$ cat config.mk
export PLATFORM = sky130hd
export DESIGN_NAME = hdmi_config_sequencer
export DESIGN_NICKNAME = d
export VERILOG_FILES = /design/src/rtl/hdmi_cfg_pkg.sv /design/src/rtl/hdmi_config_rom.sv /design/src/rtl/hdmi_config_sequencer.sv
export SDC_FILE = /design/constraint.sdc
export NUM_CORES = 1
export LEC_CHECK = 0
export ABC_AREA = 1
export BUFFER_PORTS_ARGS = -buffer_cell sky130_fd_sc_hd__buf_2
export CAP_MARGIN = 20
export CORE_AREA = 2 2 91 93
export CTS_BUF_LIST = sky130_fd_sc_hd__clkbuf_8 sky130_fd_sc_hd__clkbuf_16
export DETAILED_ROUTE_END_ITERATION = 12
export DIE_AREA = 0 0 93 95
export PLACE_DENSITY_LB_ADDON = 0.2
export SLEW_MARGIN = 20
export SYNTH_ARGS = -nofsm -noshare
export SYNTH_HDL_FRONTEND = slang
export SYNTH_SLANG_ARGS = --single-unit
$ cat constraint.sdc
create_clock -name clk -period 5.25 [get_ports clk]
set_input_delay 0.7875 -clock clk [delete_from_list [all_inputs] [get_ports clk]]
set_output_delay 0.7875 -clock clk [all_outputs]
set_load 0.01 [all_outputs]
$ cat src/rtl/hdmi_cfg_pkg.sv
// Shared types and constants for the HDMI transmitter configuration sequencer.
package hdmi_cfg_pkg;

    typedef enum logic [2:0] {
        POWER_WAIT,
        LOAD,
        START,
        WAIT_END,
        CHECK,
        GAP,
        DONE,
        ERROR
    } cfg_state_t;

    localparam logic [7:0] ADV7513_ADDR = 8'h72;

    localparam int ADDR_W    = 8;
    localparam int REG_W     = 8;
    localparam int VAL_W     = 8;
    localparam int ENTRY_W   = ADDR_W + REG_W + VAL_W;
    localparam int ROM_IDX_W = 8;
    localparam int CNT_W     = 20;

    // True on the last cycle of an interval of 'limit' cycles; a zero limit behaves as one cycle.
    function automatic logic count_done(input logic [CNT_W-1:0] count,
                                        input logic [CNT_W-1:0] limit);
        logic [CNT_W:0] next_count;
        next_count = {1'b0, count} + {{CNT_W{1'b0}}, 1'b1};
        return next_count >= {1'b0, limit};
    endfunction

endpackage

$ cat src/rtl/hdmi_config_rom.sv
// ADV7513 power-up register table: index -> {slave_addr, reg_addr, reg_value}.
module hdmi_config_rom
    import hdmi_cfg_pkg::*;
(
    input  logic [ROM_IDX_W-1:0] index,
    output logic [ENTRY_W-1:0]   entry
);

    always_comb begin
        entry = {ADV7513_ADDR, 8'h00, 8'h00};
        case (index)
            8'd0:    entry = {ADV7513_ADDR, 8'h41, 8'h10};
            8'd1:    entry = {ADV7513_ADDR, 8'h98, 8'h03};
            8'd2:    entry = {ADV7513_ADDR, 8'h9A, 8'hE0};
            8'd3:    entry = {ADV7513_ADDR, 8'h9C, 8'h30};
            8'd4:    entry = {ADV7513_ADDR, 8'h9D, 8'h61};
            8'd5:    entry = {ADV7513_ADDR, 8'hA2, 8'hA4};
            8'd6:    entry = {ADV7513_ADDR, 8'hA3, 8'hA4};
            8'd7:    entry = {ADV7513_ADDR, 8'hE0, 8'hD0};
            8'd8:    entry = {ADV7513_ADDR, 8'hF9, 8'h00};
            8'd9:    entry = {ADV7513_ADDR, 8'h15, 8'h00};
            8'd10:   entry = {ADV7513_ADDR, 8'h16, 8'h70};
            8'd11:   entry = {ADV7513_ADDR, 8'h17, 8'h02};
            8'd12:   entry = {ADV7513_ADDR, 8'h18, 8'h46};
            8'd13:   entry = {ADV7513_ADDR, 8'hAF, 8'h06};
            8'd14:   entry = {ADV7513_ADDR, 8'hBA, 8'h60};
            8'd15:   entry = {ADV7513_ADDR, 8'hD0, 8'h3C};
            8'd16:   entry = {ADV7513_ADDR, 8'hD1, 8'hFF};
            8'd17:   entry = {ADV7513_ADDR, 8'hDE, 8'h9C};
            8'd18:   entry = {ADV7513_ADDR, 8'hE4, 8'h60};
            8'd19:   entry = {ADV7513_ADDR, 8'hFA, 8'h7D};
            8'd20:   entry = {ADV7513_ADDR, 8'h55, 8'h12};
            8'd21:   entry = {ADV7513_ADDR, 8'h56, 8'h08};
            8'd22:   entry = {ADV7513_ADDR, 8'h96, 8'h20};
            8'd23:   entry = {ADV7513_ADDR, 8'h3B, 8'h00};
            8'd24:   entry = {ADV7513_ADDR, 8'h3C, 8'h00};
            8'd25:   entry = {ADV7513_ADDR, 8'h40, 8'h80};
            8'd26:   entry = {ADV7513_ADDR, 8'h4C, 8'h04};
            8'd27:   entry = {ADV7513_ADDR, 8'h94, 8'hC0};
            8'd28:   entry = {ADV7513_ADDR, 8'hD6, 8'hC0};
            8'd29:   entry = {ADV7513_ADDR, 8'h49, 8'hA8};
            8'd30:   entry = {ADV7513_ADDR, 8'h41, 8'h10};
            default: entry = {ADV7513_ADDR, 8'h00, 8'h00};
        endcase
    end

endmodule

$ cat src/rtl/hdmi_config_sequencer.sv
// Walks the ADV7513 register ROM through the I2C write controller with ack checking and retries.
// Optional HDMI_HPD_RECONFIG_EN adds hdmi_hpd: rising edge restarts, falling edge aborts.
module hdmi_config_sequencer
    import hdmi_cfg_pkg::*;
#(
    parameter int              LUT_SIZE        = 31,
    parameter int              RETRY_MAX       = 3,
    parameter logic [19:0]     PWR_WAIT_CYCLES = 20'd1000000,
    parameter logic [19:0]     TIMEOUT_CYCLES  = 20'd100000,
    parameter logic [15:0]     GAP_CYCLES      = 16'd1000
) (
    input  logic               clk,
    input  logic               reset,
    input  logic               start,
    output logic [ENTRY_W-1:0] i2c_data,
    output logic               i2c_enable,
    output logic               i2c_reset,
    input  logic               i2c_ack,
    input  logic               i2c_end,
    output logic               busy,
    output logic               done,
    output logic               error,
    output logic [7:0]         err_index
`ifdef HDMI_HPD_RECONFIG_EN
    ,
    input  logic               hdmi_hpd
`endif
);

    localparam int IDX_W   = $clog2(LUT_SIZE + 1);
    localparam int RETRY_W = (RETRY_MAX < 1) ? 1 : $clog2(RETRY_MAX + 1);

    localparam logic [IDX_W-1:0]   END_INDEX   = IDX_W'(LUT_SIZE);
    localparam logic [RETRY_W-1:0] RETRY_LIMIT = RETRY_W'(RETRY_MAX);
    localparam logic [CNT_W-1:0]   GAP_LIMIT   = CNT_W'(GAP_CYCLES);

    cfg_state_t         state;
    cfg_state_t         state_next;
    logic [CNT_W-1:0]   cnt;
    logic [IDX_W-1:0]   index;
    logic [RETRY_W-1:0] retry;
    logic               end_prev;
    logic               end_rise;
    logic               ack_ok;
    logic [ENTRY_W-1:0] rom_entry;

    logic restart_req;
    logic abort_req;
    logic load_entry;
    logic clear_seq;
    logic entry_ok;
    logic entry_retry;
    logic enter_error;

    hdmi_config_rom u_rom (
        .index (ROM_IDX_W'(index)),
        .entry (rom_entry)
    );

`ifdef HDMI_HPD_RECONFIG_EN
    // hpd_sync[1] is the synchronised level, hpd_sync[2] its previous value for edge detection.
    logic [2:0] hpd_sync;

    always_ff @(posedge clk) begin
        if (reset) begin
            hpd_sync <= 3'b000;
        end else begin
            hpd_sync <= {hpd_sync[1:0], hdmi_hpd};
        end
    end

    assign restart_req = start | (hpd_sync[1] & ~hpd_sync[2]);
    assign abort_req   = ~hpd_sync[1] & hpd_sync[2];
`else
    assign restart_req = start;
    assign abort_req   = 1'b0;
`endif

    assign end_rise = i2c_end & ~end_prev;
    assign done     = (state == DONE);
    assign error    = (state == ERROR);

    always_comb begin
        state_next  = state;
        load_entry  = 1'b0;
        clear_seq   = 1'b0;
        entry_ok    = 1'b0;
        entry_retry = 1'b0;
        enter_error = 1'b0;
        i2c_enable  = 1'b0;
        i2c_reset   = 1'b0;

        case (state)
            POWER_WAIT: begin
                i2c_reset = 1'b1;
                if (count_done(cnt, PWR_WAIT_CYCLES)) begin
                    state_next = LOAD;
                end
            end
            LOAD: begin
                i2c_reset  = 1'b1;
                load_entry = 1'b1;
                state_next = START;
            end
            START: begin
                i2c_enable = 1'b1;
                state_next = WAIT_END;
            end
            WAIT_END: begin
                i2c_enable = 1'b1;
                if (end_rise || count_done(cnt, TIMEOUT_CYCLES)) begin
                    state_next = CHECK;
                end
            end
            CHECK: begin
                i2c_enable = 1'b1;
                if (ack_ok) begin
                    entry_ok   = 1'b1;
                    state_next = GAP;
                end else if (retry < RETRY_LIMIT) begin
                    entry_retry = 1'b1;
                    state_next  = GAP;
                end else begin
                    enter_error = 1'b1;
                    state_next  = ERROR;
                end
            end
            GAP: begin
                if (count_done(cnt, GAP_LIMIT)) begin
                    state_next = (index == END_INDEX) ? DONE : LOAD;
                end
            end
            DONE, ERROR: begin
                i2c_reset = 1'b1;
                if (restart_req) begin
                    clear_seq  = 1'b1;
                    state_next = POWER_WAIT;
                end
            end
            default: begin
                state_next = POWER_WAIT;
            end
        endcase

        // Losing the sink mid-sequence throws away all progress; restart from power-up.
        if (abort_req && (state != DONE) && (state != ERROR)) begin
            clear_seq   = 1'b1;
            entry_ok    = 1'b0;
            entry_retry = 1'b0;
            enter_error = 1'b0;
            state_next  = POWER_WAIT;
        end
    end

    // One shared interval counter: restarts on every state change, serving power-up, timeout and gap.
    always_ff @(posedge clk) begin
        if (reset) begin
            state     <= POWER_WAIT;
            cnt       <= '0;
            index     <= '0;
            retry     <= '0;
            end_prev  <= 1'b0;
            ack_ok    <= 1'b0;
            i2c_data  <= '0;
            busy      <= 1'b0;
            err_index <= 8'h00;
        end else begin
            state <= state_next;
            busy  <= (state_next != DONE) && (state_next != ERROR);

            if ((state_next != state) || clear_seq) begin
                cnt <= '0;
            end else begin
                cnt <= cnt + CNT_W'(1);
            end

            end_prev <= (state == LOAD) ? 1'b0 : i2c_end;

            if (state == WAIT_END) begin
                ack_ok <= end_rise & i2c_ack;
            end

            if (load_entry) begin
                i2c_data <= rom_entry;
            end

            if (clear_seq) begin
                index     <= '0;
                retry     <= '0;
                err_index <= 8'h00;
            end else begin
                if (entry_ok) begin
                    index <= index + IDX_W'(1);
                    retry <= '0;
                end
                if (entry_retry) begin
                    retry <= retry + RETRY_W'(1);
                end
                if (enter_error) begin
                    err_index <= 8'(index);
                end
            end
        end
    end

endmodule

======== After elaboration in Yosys (flattened, before gate mapping) ========
Memories as Yosys holds them, arrays and structs flattened. A register that Yosys moved wholly into a read port is not among the register bits.
Index checks and enable logic that the tools add are counted.
storage, ports and cells
  output and inout bits ................... 37
  logic and storage cells ................. 66
  memories kept ........................... 1
  bits in read-only memories .............. 512
  input bits .............................. 5
  flip-flop bits (word level) ............. 62
cells by class
  muxes and demuxes ....................... 23
  order comparisons ....................... 4
  bitwise logic cells ..................... 3
  eq/ne operators ......................... 11
  $add $sub $neg .......................... 4
  reductions and logical operators ........ 11
memories
  name              depth  width  read ports  clocked after memory_dff  wr ports  RTL line               RTL
  (name not given)  32     16     1           1                         0         hdmi_config_rom.sv:11  case (index)
operators by type and width
  kind                                                                 count
  adder 20 x 1 -> 21 bit, second input constant                        1
  greater-or-equal comparator 21 x 10 -> 1 bit, second input constant  1
  greater-or-equal comparator 21 x 17 -> 1 bit, second input constant  1
  greater-or-equal comparator 21 x 20 -> 1 bit, second input constant  1
  case mux 3 bit (7 select lines)                                      1
  adder 20 x 1 -> 20 bit, second input constant                        1
  two-way mux 3 bit                                                    5
  two-way mux 1 bit                                                    13
  equality test 3 bit, second input constant                           4
  two-way mux 2 bit                                                    4
  OR reduction 2 bit                                                   4
  equality test 3 x 2 -> 1 bit, second input constant                  2
  inequality test 3 bit, second input constant                         2
  adder 5 x 1 -> 5 bit, second input constant                          1
  equality test 5 bit, second input constant                           1
  OR reduction 4 bit                                                   1
  equality test 3 x 1 -> 1 bit, second input constant                  1
  zero test 3 bit                                                      1
  inequality test 3 bit                                                1
  OR reduction 3 bit                                                   1
  adder 2 x 1 -> 2 bit, second input constant                          1
  bitwise AND 1 bit                                                    2
  logical OR 1 bit                                                     2
  < comparator 2 bit, second input constant                            1
  other kinds (3)                                                      3

======== Depth between registers and ports, before layout ========
Gate-level depths: netlist (run 1).
  depth in word-level cells ............... 8
  mapped depth ............................ 21
  gate-level depth less buffers ........... 20

======== Cells and area by module ========
Synthesis (run 1) repeated with hierarchy kept, for this count alone.
unflattened totals
  cells, all modules ...................... 641
  area total of the unflattened synthesis .. 4142.7 um^2
modules (own cells, without submodules)
  module                 instances  seq. area each (um^2)  cells each  area each (um^2)
  hdmi_config_sequencer  1          1241.2                 461         3213.1
  hdmi_config_rom        1          0.0                    180         929.6

======== Least setup slack after synthesis (run 1) ========
No wires, ideal clock.
  path type ............................... register -> register
  start ................................... register cnt[0]
  end ..................................... register cnt[3]
  setup time .............................. 0.119 ns
  arrival time ............................ 2.074 ns
  data required time ...................... 5.131 ns
  period minus slack after synthesis ...... 2.193 ns
  path slack .............................. 3.057 ns
  buffers on the path ..................... 1
  cell stages (with the launch flop) ...... 20
  cells stage by stage .................... dfxtp_1 ha_1 nand2_1 nor2_4 nand3_2 nor2_1 nand2_1 nand2_1 nand2_1 nor3_1 nand3_1 nand2_1 inv_1 nand2_1 nand2_1 nand2_1 nand2_1 nand2_2 buf_6 nor2_2
on the way
  longest elaborated chain between the ends .. 8
  elaborated cells between the ends (all ways) .. 13
  those cells by class .................... add/sub (2); order compare (3); eq/ne (1); mux (4); reduce/logical (3)
ends and longest elaborated chain
  what                                          RTL line                      RTL
  from (decl)                                   hdmi_config_sequencer.sv:39   logic [CNT_W-1:0] cnt;
  from (signal assigned)                        hdmi_config_sequencer.sv:174  cnt <= cnt + CNT_W'(1);
  adder 20 x 1 -> 21 bit                        hdmi_cfg_pkg.sv:28            next_count = {1'b0, count} + {{CNT_W{1'b0}}, 1'b1};
  greater-or-equal comparator 21 x 17 -> 1 bit  hdmi_cfg_pkg.sv:29            return next_count >= {1'b0, limit};
  logical OR 1 bit                              hdmi_config_sequencer.sv:111  if (end_rise || count_done(cnt, TIMEOUT_CYCLES)) begin
  two-way mux 3 bit                             hdmi_config_sequencer.sv:111
  case mux 3 bit (7 select lines)               hdmi_config_sequencer.sv:93   case (state)
  inequality test 3 bit                         hdmi_config_sequencer.sv:171  if ((state_next != state) || clear_seq) begin
  logical OR 1 bit                              hdmi_config_sequencer.sv:171
  OR reduction 2 bit (no source line)           --
Several ways; a longest one is shown, not always the timed one.
A chain may end at the register's enable or synchronous reset.

======== Worst setup path after layout (run 1) ========
  start ................................... register cnt[0]
  end ..................................... register cnt[17]
The elaborated chain is that of the path after synthesis.

==> results by group, run 1 <==
Outcome
  – Status: finished clean

STA
  – Min Tclk post-route: 2.738 ns
  – Fin worst setup slack: around 2.5 ns
  – Setup_tns: 0 ns
  – Max Freq: 365.3 MHz
  – Slew Limit Fails: 0
  – Clock Skews: 0.01289 ns
  – Part of the cycle the worst path needs: 0.5215
  – RSZ-0062 raised after global routing: no
  – Final setup violation count: 0
  – Slew HR: 0.4190
  – Worst Tran Pin Value: 0.8703 ns
  – Final hold violation count: 0

Power
  – Int Pwr: 0.0005701 W
  – Pleak: roughly 1.6 nW
  – VDD IR-drop max: 128.7 uV
  – PD cells: 193.6 nW/um^2
  – Switching pwr: 0.0001579 W
  – Sequential Power Share: 0.580
  – Comb power frac: 0.029
  – Design Power: 0.0007280 W
  – Net Sw Frac: 0.2169
  – Clock share of power: 0.391

CTS
  – CTS tree: yes
  – # resized after CTS: 0
  – Post-CTS Hold Fix Bufs: 0
  – CTS root buffer: clkbuf_8
  – Setup bufs post-CTS: 0
  – H-tree levels: 2
  – Clock Path Buffers: 2
  – CTS sink count: 55
  – Clock-pin transition on the worst setup and hold timing paths: 0.11 ns
  – CTS Buf Count: 5
  – Clock latency on the worst-skew pair: between 0.3 and 0.4 ns

Synth
  – Dominant cell by count in the synthesized netlist: nand2_1
  – EDFF count, synth: 0
  – Biggest area consumer among synthesized cells: dfxtp_1
  – Top cells by area, synth: dfxtp_1 32%, nand2_1 12%, nor2_1 6.7%
  – Sequential area share after synthesis: 0.3181
  – Yosys warning count: 0
  – Yosys top cell area share: 0.3181
  – Mapped Avg Cell Area: 6.542 sq um
  – Yosys reg bits: 55
  – Number of unique standard cell types used by synthesis: 36
  – Post-synth top cells: 113 x nand2_1, 62 x nor2_1, 57 x inv_1, 55 x dfxtp_1, 42 x o21ai_0
  – Cells after synthesis: 529
  – Post-synth top flop: dfxtp_1
  – Mapped cell area: roughly 3500 sq um
  – Asr flop ratio synth: 0

Worst setup path
  – CP max stage delay: around 0.46 ns
  – CP startpoint: cnt[0]
  – CP Launch Type: flop
  – R2R Path Start: cnt[0]
  – Worst reg-to-reg path cell count: 20
  – Critical-path maximum fanout: 20
  – WP data required: 5.43 ns
  – Critical Path Stages: 20
  – CP Cell Sequence: ha_1 -> nand3_1 -> nor2_2 -> nand2_1 -> nand2_1 -> nand2_1 -> nor2_1 -> nor2_1 -> nand2_1 -> nand2_1 -> nand2_1 -> nand3_1 -> nand2_1 -> inv_1 -> nand2_1 -> nand2_1 -> nand2_1 -> nand2_1 -> nand2_2 -> nor2_1
  – CP max-delay cell: nand2_2
  – Setup CP Type: reg -> reg
  – CP top delay family: simple AND/OR/NAND/NOR gates
  – Most used cell, CP: nand2_1
  – Crit path buffers/inverters: 1
  – Worst setup EP type: flop
  – WP data arrival: 2.92 ns

Drt
  – Average via count per standard cell: 5.157
  – Post-Route WL: approximately 8500 microns
  – Vias: between 3000 and 4000
  – Routed Antenna Nets: 0
  – Initial DRC Count: 173
  – DRT Pass-1 Iters: 5
  – DRC: 0
  – Wire length per cell: ~13 microns

Layout
  – Multi-input logic area: 2016 sq um
  – Sequential cell area: 1101 sq um
  – Area grow syn2layout: 8.641%
  – Layout Nets: 566
  – Layout cells sized above 1: 0.1488
  – # fillers: 827
  – ANT cells: 0

GRT
  – Via count of the first global-routing pass: 3001
  – Initial antenna violation count: 0
  – First-pass GRT wire length: 13930 microns
  – Total grt overflow: 0
  – Largest net degree at the start of global routing: 31
  – Total GRT Usage: 0.1948

Floorplan
  – # IOs: 42
  – Core box area: 7928 sq um
  – Total die area: slightly below 9000 sq um
  – Initial core utilization: 0.4366
  – Chip width: 93 microns
  – Row count: 33
  – Die extent in y: around 95 microns

Hold path
  – Hold Crit Depth: 2
  – Worst Hold Class: reg -> reg
  – Hold_sp: retry[1]

Place
  – Post-DP HPWL: between 6000 and 7000 microns
  – Pre-CTS WS: 2.428 ns
  – Gpl congestion: slightly below 0.9
  – Port bufs: 34

Run
  – Max cap viols: 0
[placed cells by master, fill, tap and decap left out, types with 24 or more instances in the layout]
master	netlist	final
nor2_2	24	24
buf_2	0	34
a21oi_1	29	29
inv_1	57	57
dfxtp_1	55	55
nand2_1	113	113
nor2_1	62	62
o21ai_0	42	42
nand3_1	31	31
[kinds of logic after synthesis]
family,Yosys count,synth area share
buf+inv,85,0.1074
xor+xnor,4,0.01012
compound gates,103,0.1692
simple gates,270,0.3543
flops,55,0.3182
fa+ha+maj,11,0.03977
other cells,1,0.001084
[path summary, 6_finish.rpt]
check / endpoint / slack, ns
worst max-delay path: cnt[17] / 2.51
worst min-delay path: retry[1] / 0.48
worst min register to register: retry[1] / 0.48
worst max register to register: cnt[17] / 2.51
[stage by stage]
| stage | hold WS (ns) | instances | cell area, sq um | utilization |
|---|---|---|---|---|
| global route | 0.5083 | 656 | 3760 | 0.4743 |
| global placement | 0.4562 | 648 | 3643 | 0.4596 |
| detailed placement | 0.4668 | 648 | 3643 | 0.4596 |
| CTS | 0.4832 | 656 | 3760 | 0.4743 |
| finish | 0.4786 | 656 | 3760 | 0.4743 |
| floorplan | 0.4380 | 535 | 3483 | - |
[flip-flops by register name (all words and copies together), names as in the netlist]
signal and cells:
cnt 20, index 5, err_index 5, i2c_data 17, state 3, end_prev 1
busy 1, ack_ok 1, retry 2
[power by group through the flow]
stage          sequential, W  clock [W]  combinational [W]
5_1_grt             0.000423   0.000314          0.0000243
3_5_place_dp        0.000432          0          0.0000215
2_1_floorplan       0.000432          0          0.0000215
3_3_place_gp        0.000432          0          0.0000215
4_1_cts             0.000422   0.000298          0.0000216
6_report            0.000422   0.000285          0.0000214
[layer usage]
metal / GRT usage / wire [microns] / part of all wire / up-vias
met4: 0.06618 / 136 / 0.016 / 0
met2: 0.3339 / 4167 / 0.49 / 93
li1: - / - / - / 1759
met1: 0.2555 / 3850 / 0.45 / 1519
met5: 0 / 0 / 0 / -
met3: 0.02155 / 338 / 0.040 / 12
[tightest hold or removal path: cells and delay by family (launching register included)]
kind	cells	cell delay (ns)
AO/OA/AOI/OAI	1	0.06
flip-flops	1	0.33
AND/OR/NAND/NOR	1	0.06
[cell type report]
type / count / share of cell area
inverters: 58 / 0.05790
clock inverters: 3 / 0.01265
multi-input cells: 395 / 0.5361
well taps: 105 / 0.03494
flip-flops and latches: 55 / 0.2928
clock buffers: 5 / 0.01830
repair buffers: 35 / 0.04725
Power figures use the tool's default switching activity.
==> run 2: changes to the inputs <==
- clock period: 5.25 -> 2.79 ns (I/O delays scaled with it)
==> run 2 against run 1 <==
Compared with the run above: first-iteration DRC count decreased by 9.8%; largest power group unchanged; clock power is 58% higher; total power rose by 77%; routed wire length up 3.8%; register-to-register slack got worse by 2.2 ns; hold slack lost 0.15 ns.
==> results by group, run 2 (synthesized netlist as in run 1, its figures left out) <==
Layout
  – Commonest non-fill, non-tap cell in the layout: nand2_1 (unchanged)
  – Most frequent cells in the layout: 113 x nand2_1, 62 x nor2_1, 57 x inv_1 (unchanged)
  – Max reg flops: 20 (unchanged)
  – Layout cells sized above 1: 0.1631 (was 0.1488)
  – Layout Nets: 573 (was 566)
  – Most flops, register: cnt (unchanged)
  – Multi-input logic area: 2021 sq um (was 2016 sq um)
  – Final core occ: 0.4798 (was 0.4743)
  – ANT cells: 0 (unchanged)
  – Biggest regs: cnt (20), i2c_data (17) (unchanged)
  – # fillers: 854 (was 827)
  – Sequential cell area: 1102 sq um (was 1101 sq um)
  – Area grow syn2layout: 9.906% (was 8.641%)

GRT
  – First-pass GRT wire length: 14370 microns (was 13930 microns)
  – Met2 Track Usage GR: 0.3460 (was 0.3339)
  – Initial antenna violation count: 0 (unchanged)
  – Largest net degree at the start of global routing: 30 (was 31)
  – Via count of the first global-routing pass: 3065 (was 3001)
  – Met3 usage: 0.02713 (was 0.02155)
  – Total GRT Usage: 0.2013 (was 0.1948)
  – Busiest grt layer: met2 (unchanged)
  – Total grt overflow: 0 (unchanged)
  – GR Util met1: 0.2651 (was 0.2555)

STA
  – Min Tclk post-route: 2.507 ns (was 2.738 ns)
  – Slew Limit Fails: 0 (unchanged)
  – Clock Skews: 0.007776 ns (was 0.01289 ns)
  – Setup_tns: 0 ns (unchanged)
  – RSZ-0062 raised after global routing: no (unchanged)
  – Slew HR: 0.5270 (was 0.4190)
  – Fin worst setup slack: 0.2834 ns (was 2.512 ns)
  – Final setup violation count: 0 (unchanged)
  – Max Freq: 399.0 MHz (was 365.3 MHz)
  – Worst Tran Pin Value: 0.7021 ns (was 0.8703 ns)
  – Final hold violation count: 0 (unchanged)
  – Part of the cycle the worst path needs: 0.8984 (was 0.5215)

Worst setup path
  – WP data required: 3.00 ns (was 5.43 ns)
  – CP max-delay cell: dfxtp_1 (was nand2_2)
  – Critical-path maximum fanout: 20 (unchanged)
  – Crit path buffers/inverters: 2 (was 1)
  – CP max stage delay: 0.38 ns (was 0.46 ns)
  – CP Launch Type: flop (unchanged)
  – CP top delay family: simple AND/OR/NAND/NOR gates (unchanged)
  – Critical Path Stages: 19 (was 20)
  – Most used cell, CP: nand2_1 (unchanged)
  – Setup CP Type: reg -> reg (unchanged)
  – Worst reg-to-reg path cell count: 19 (was 20)
  – Worst setup EP type: flop (unchanged)
  – WP data arrival: 2.72 ns (was 2.92 ns)
  – CP Cell Sequence: ha_1 -> nand2_1 -> nor2_4 -> nand3_2 -> nor2_1 -> nand2_1 -> nand2_1 -> nand2_1 -> nor3_1 -> nand3_1 -> nand2_1 -> inv_1 -> nand2_1 -> nand2_1 -> nand2_1 -> nand2_1 -> nand2_2 -> buf_12 -> nor2_2 (was ha_1 -> nand3_1 -> nor2_2 -> nand2_1 -> nand2_1 -> nand2_1 -> nor2_1 -> nor2_1 -> nand2_1 -> nand2_1 -> nand2_1 -> nand3_1 -> nand2_1 -> inv_1 -> nand2_1 -> nand2_1 -> nand2_1 -> nand2_1 -> nand2_2 -> nor2_1)

Floorplan
  – # IOs: 42 (unchanged)
  – Chip width: 93 microns (unchanged)
  – Total die area: 8835 sq um (unchanged)
  – Row count: 33 (unchanged)
  – Initial core utilization: 0.4366 (unchanged)
  – Core box area: 7928 sq um (unchanged)
  – Die extent in y: 95 microns (unchanged)

CTS
  – Setup bufs post-CTS: 0 (unchanged)
  – CTS tree: yes (unchanged)
  – CTS root buffer: clkbuf_8 (unchanged)
  – Clock latency on the worst-skew pair: 0.31 ns (about the same)
  – H-tree levels: 2 (unchanged)
  – Post-CTS Hold Fix Bufs: 0 (unchanged)
  – CTS sink count: 55 (unchanged)
  – Clock-pin transition on the worst setup and hold timing paths: 0.10 ns (was 0.11 ns)
  – CTS Buf Count: 5 (unchanged)
  – # resized after CTS: 0 (unchanged)
  – Clock Path Buffers: 2 (unchanged)

Run
  – Max cap viols: 0 (unchanged)

Drt
  – Routed Antenna Nets: 0 (unchanged)
  – DRT Pass-1 Iters: 5 (unchanged)
  – Initial DRC Count: 156 (was 173)
  – Average via count per standard cell: 5.255 (was 5.157)
  – Wire length per cell: 13.29 microns (was 12.95 microns)
  – Post-Route WL: 8812 microns (was 8492 microns)
  – Vias: 3484 (was 3383)
  – DRC: 0 (unchanged)

Outcome
  – Status: finished clean (unchanged)

Power
  – PD cells: 339.7 nW/um^2 (was 193.6 nW/um^2)
  – Design Power: 0.001292 W (was 0.0007280 W)
  – VDD IR-drop max: 171.6 uV (was 128.7 uV)
  – Pleak: 1.607 nW (was 1.585 nW)

Place
  – Post-DP HPWL: 6655 microns (was 6483 microns)
  – Gpl congestion: 0.9392 (was 0.8953)
  – Port bufs: 34 (unchanged)
  – Pre-CTS WS: 0.2520 ns (was 2.428 ns)

Hold path
  – Hold Crit Depth: 3 (was 2)
  – Worst Hold Class: in -> reg (was reg -> reg)
## run 2: cell count changes in the layout (fill, tap and decap cells not counted)
| cell | change |
|---|---|
| bufinv_16 | -1 |
| clkinv_2 | +1 |
| clkinv_4 | -1 |
| dfxtp_2 | +1 |
| dfxtp_1 | -1 |
| nand3_1 | -1 |
| clkinvlp_4 | +2 |
| nand3_2 | +1 |
| buf_12 | +1 |
| inv_6 | -1 |
| buf_4 | +6 |
## run 2: cell type report
| class | instances | share of cell area |
|---|---|---|
| well taps | 105 | 0.03454 |
| clock inverters | 3 | 0.005263 |
| multi-input cells | 395 | 0.5313 |
| clock buffers | 5 | 0.01809 |
| repair buffers | 42 | 0.06382 |
| flip-flops and latches | 55 | 0.2898 |
| inverters | 58 | 0.05724 |
## run 2: per-stage QoR
stage,instance area [sq um],cells,hold slack (ns)
after floorplan,3483,535,0.4380
after global placement,3709,655,0.4532
after detailed placement,3709,655,0.4581
after CTS,3797,663,0.3303
after global routing,3804,663,0.3392
final,3804,663,0.3326
## run 2: final timing paths
check                from  endpoint  slack (ns)
setup reg to reg   cnt[1]    cnt[5]        0.28
setup / recovery   cnt[1]    cnt[5]        0.28
hold / removal    i2c_end  end_prev        0.33
hold reg to reg    cnt[0]    cnt[0]        0.46
## run 2: power by group
group          leakage [nW]  switching [W]  internal, W
clock                0.0402       0.000276     0.000176
combinational          1.12      0.0000313    0.0000146
sequential            0.444     0.00000513     0.000790
total                  1.61       0.000312     0.000980
## run 2: per-layer routing
layer | vias to the layer above | part of all wire
met5 | - | 0
met4 | 0 | 0.016
met3 | 12 | 0.051
met2 | 88 | 0.49
met1 | 1603 | 0.45
li1 | 1781 | -
## run 2: worst register-to-register path, stage by stage (launching register included)
cell,delay (ns)
dfxtp_1,0.38
ha_1,0.24
nand2_1,0.11
nor2_4,0.17
nand3_2,0.13
nor2_1,0.10
nand2_1,0.05
nand2_1,0.10
nand2_1,0.10
nor3_1,0.21
nand3_1,0.14
nand2_1,0.09
inv_1,0.04
nand2_1,0.07
nand2_1,0.07
nand2_1,0.06
nand2_1,0.06
nand2_2,0.08
buf_12,0.18
nor2_2,0.05
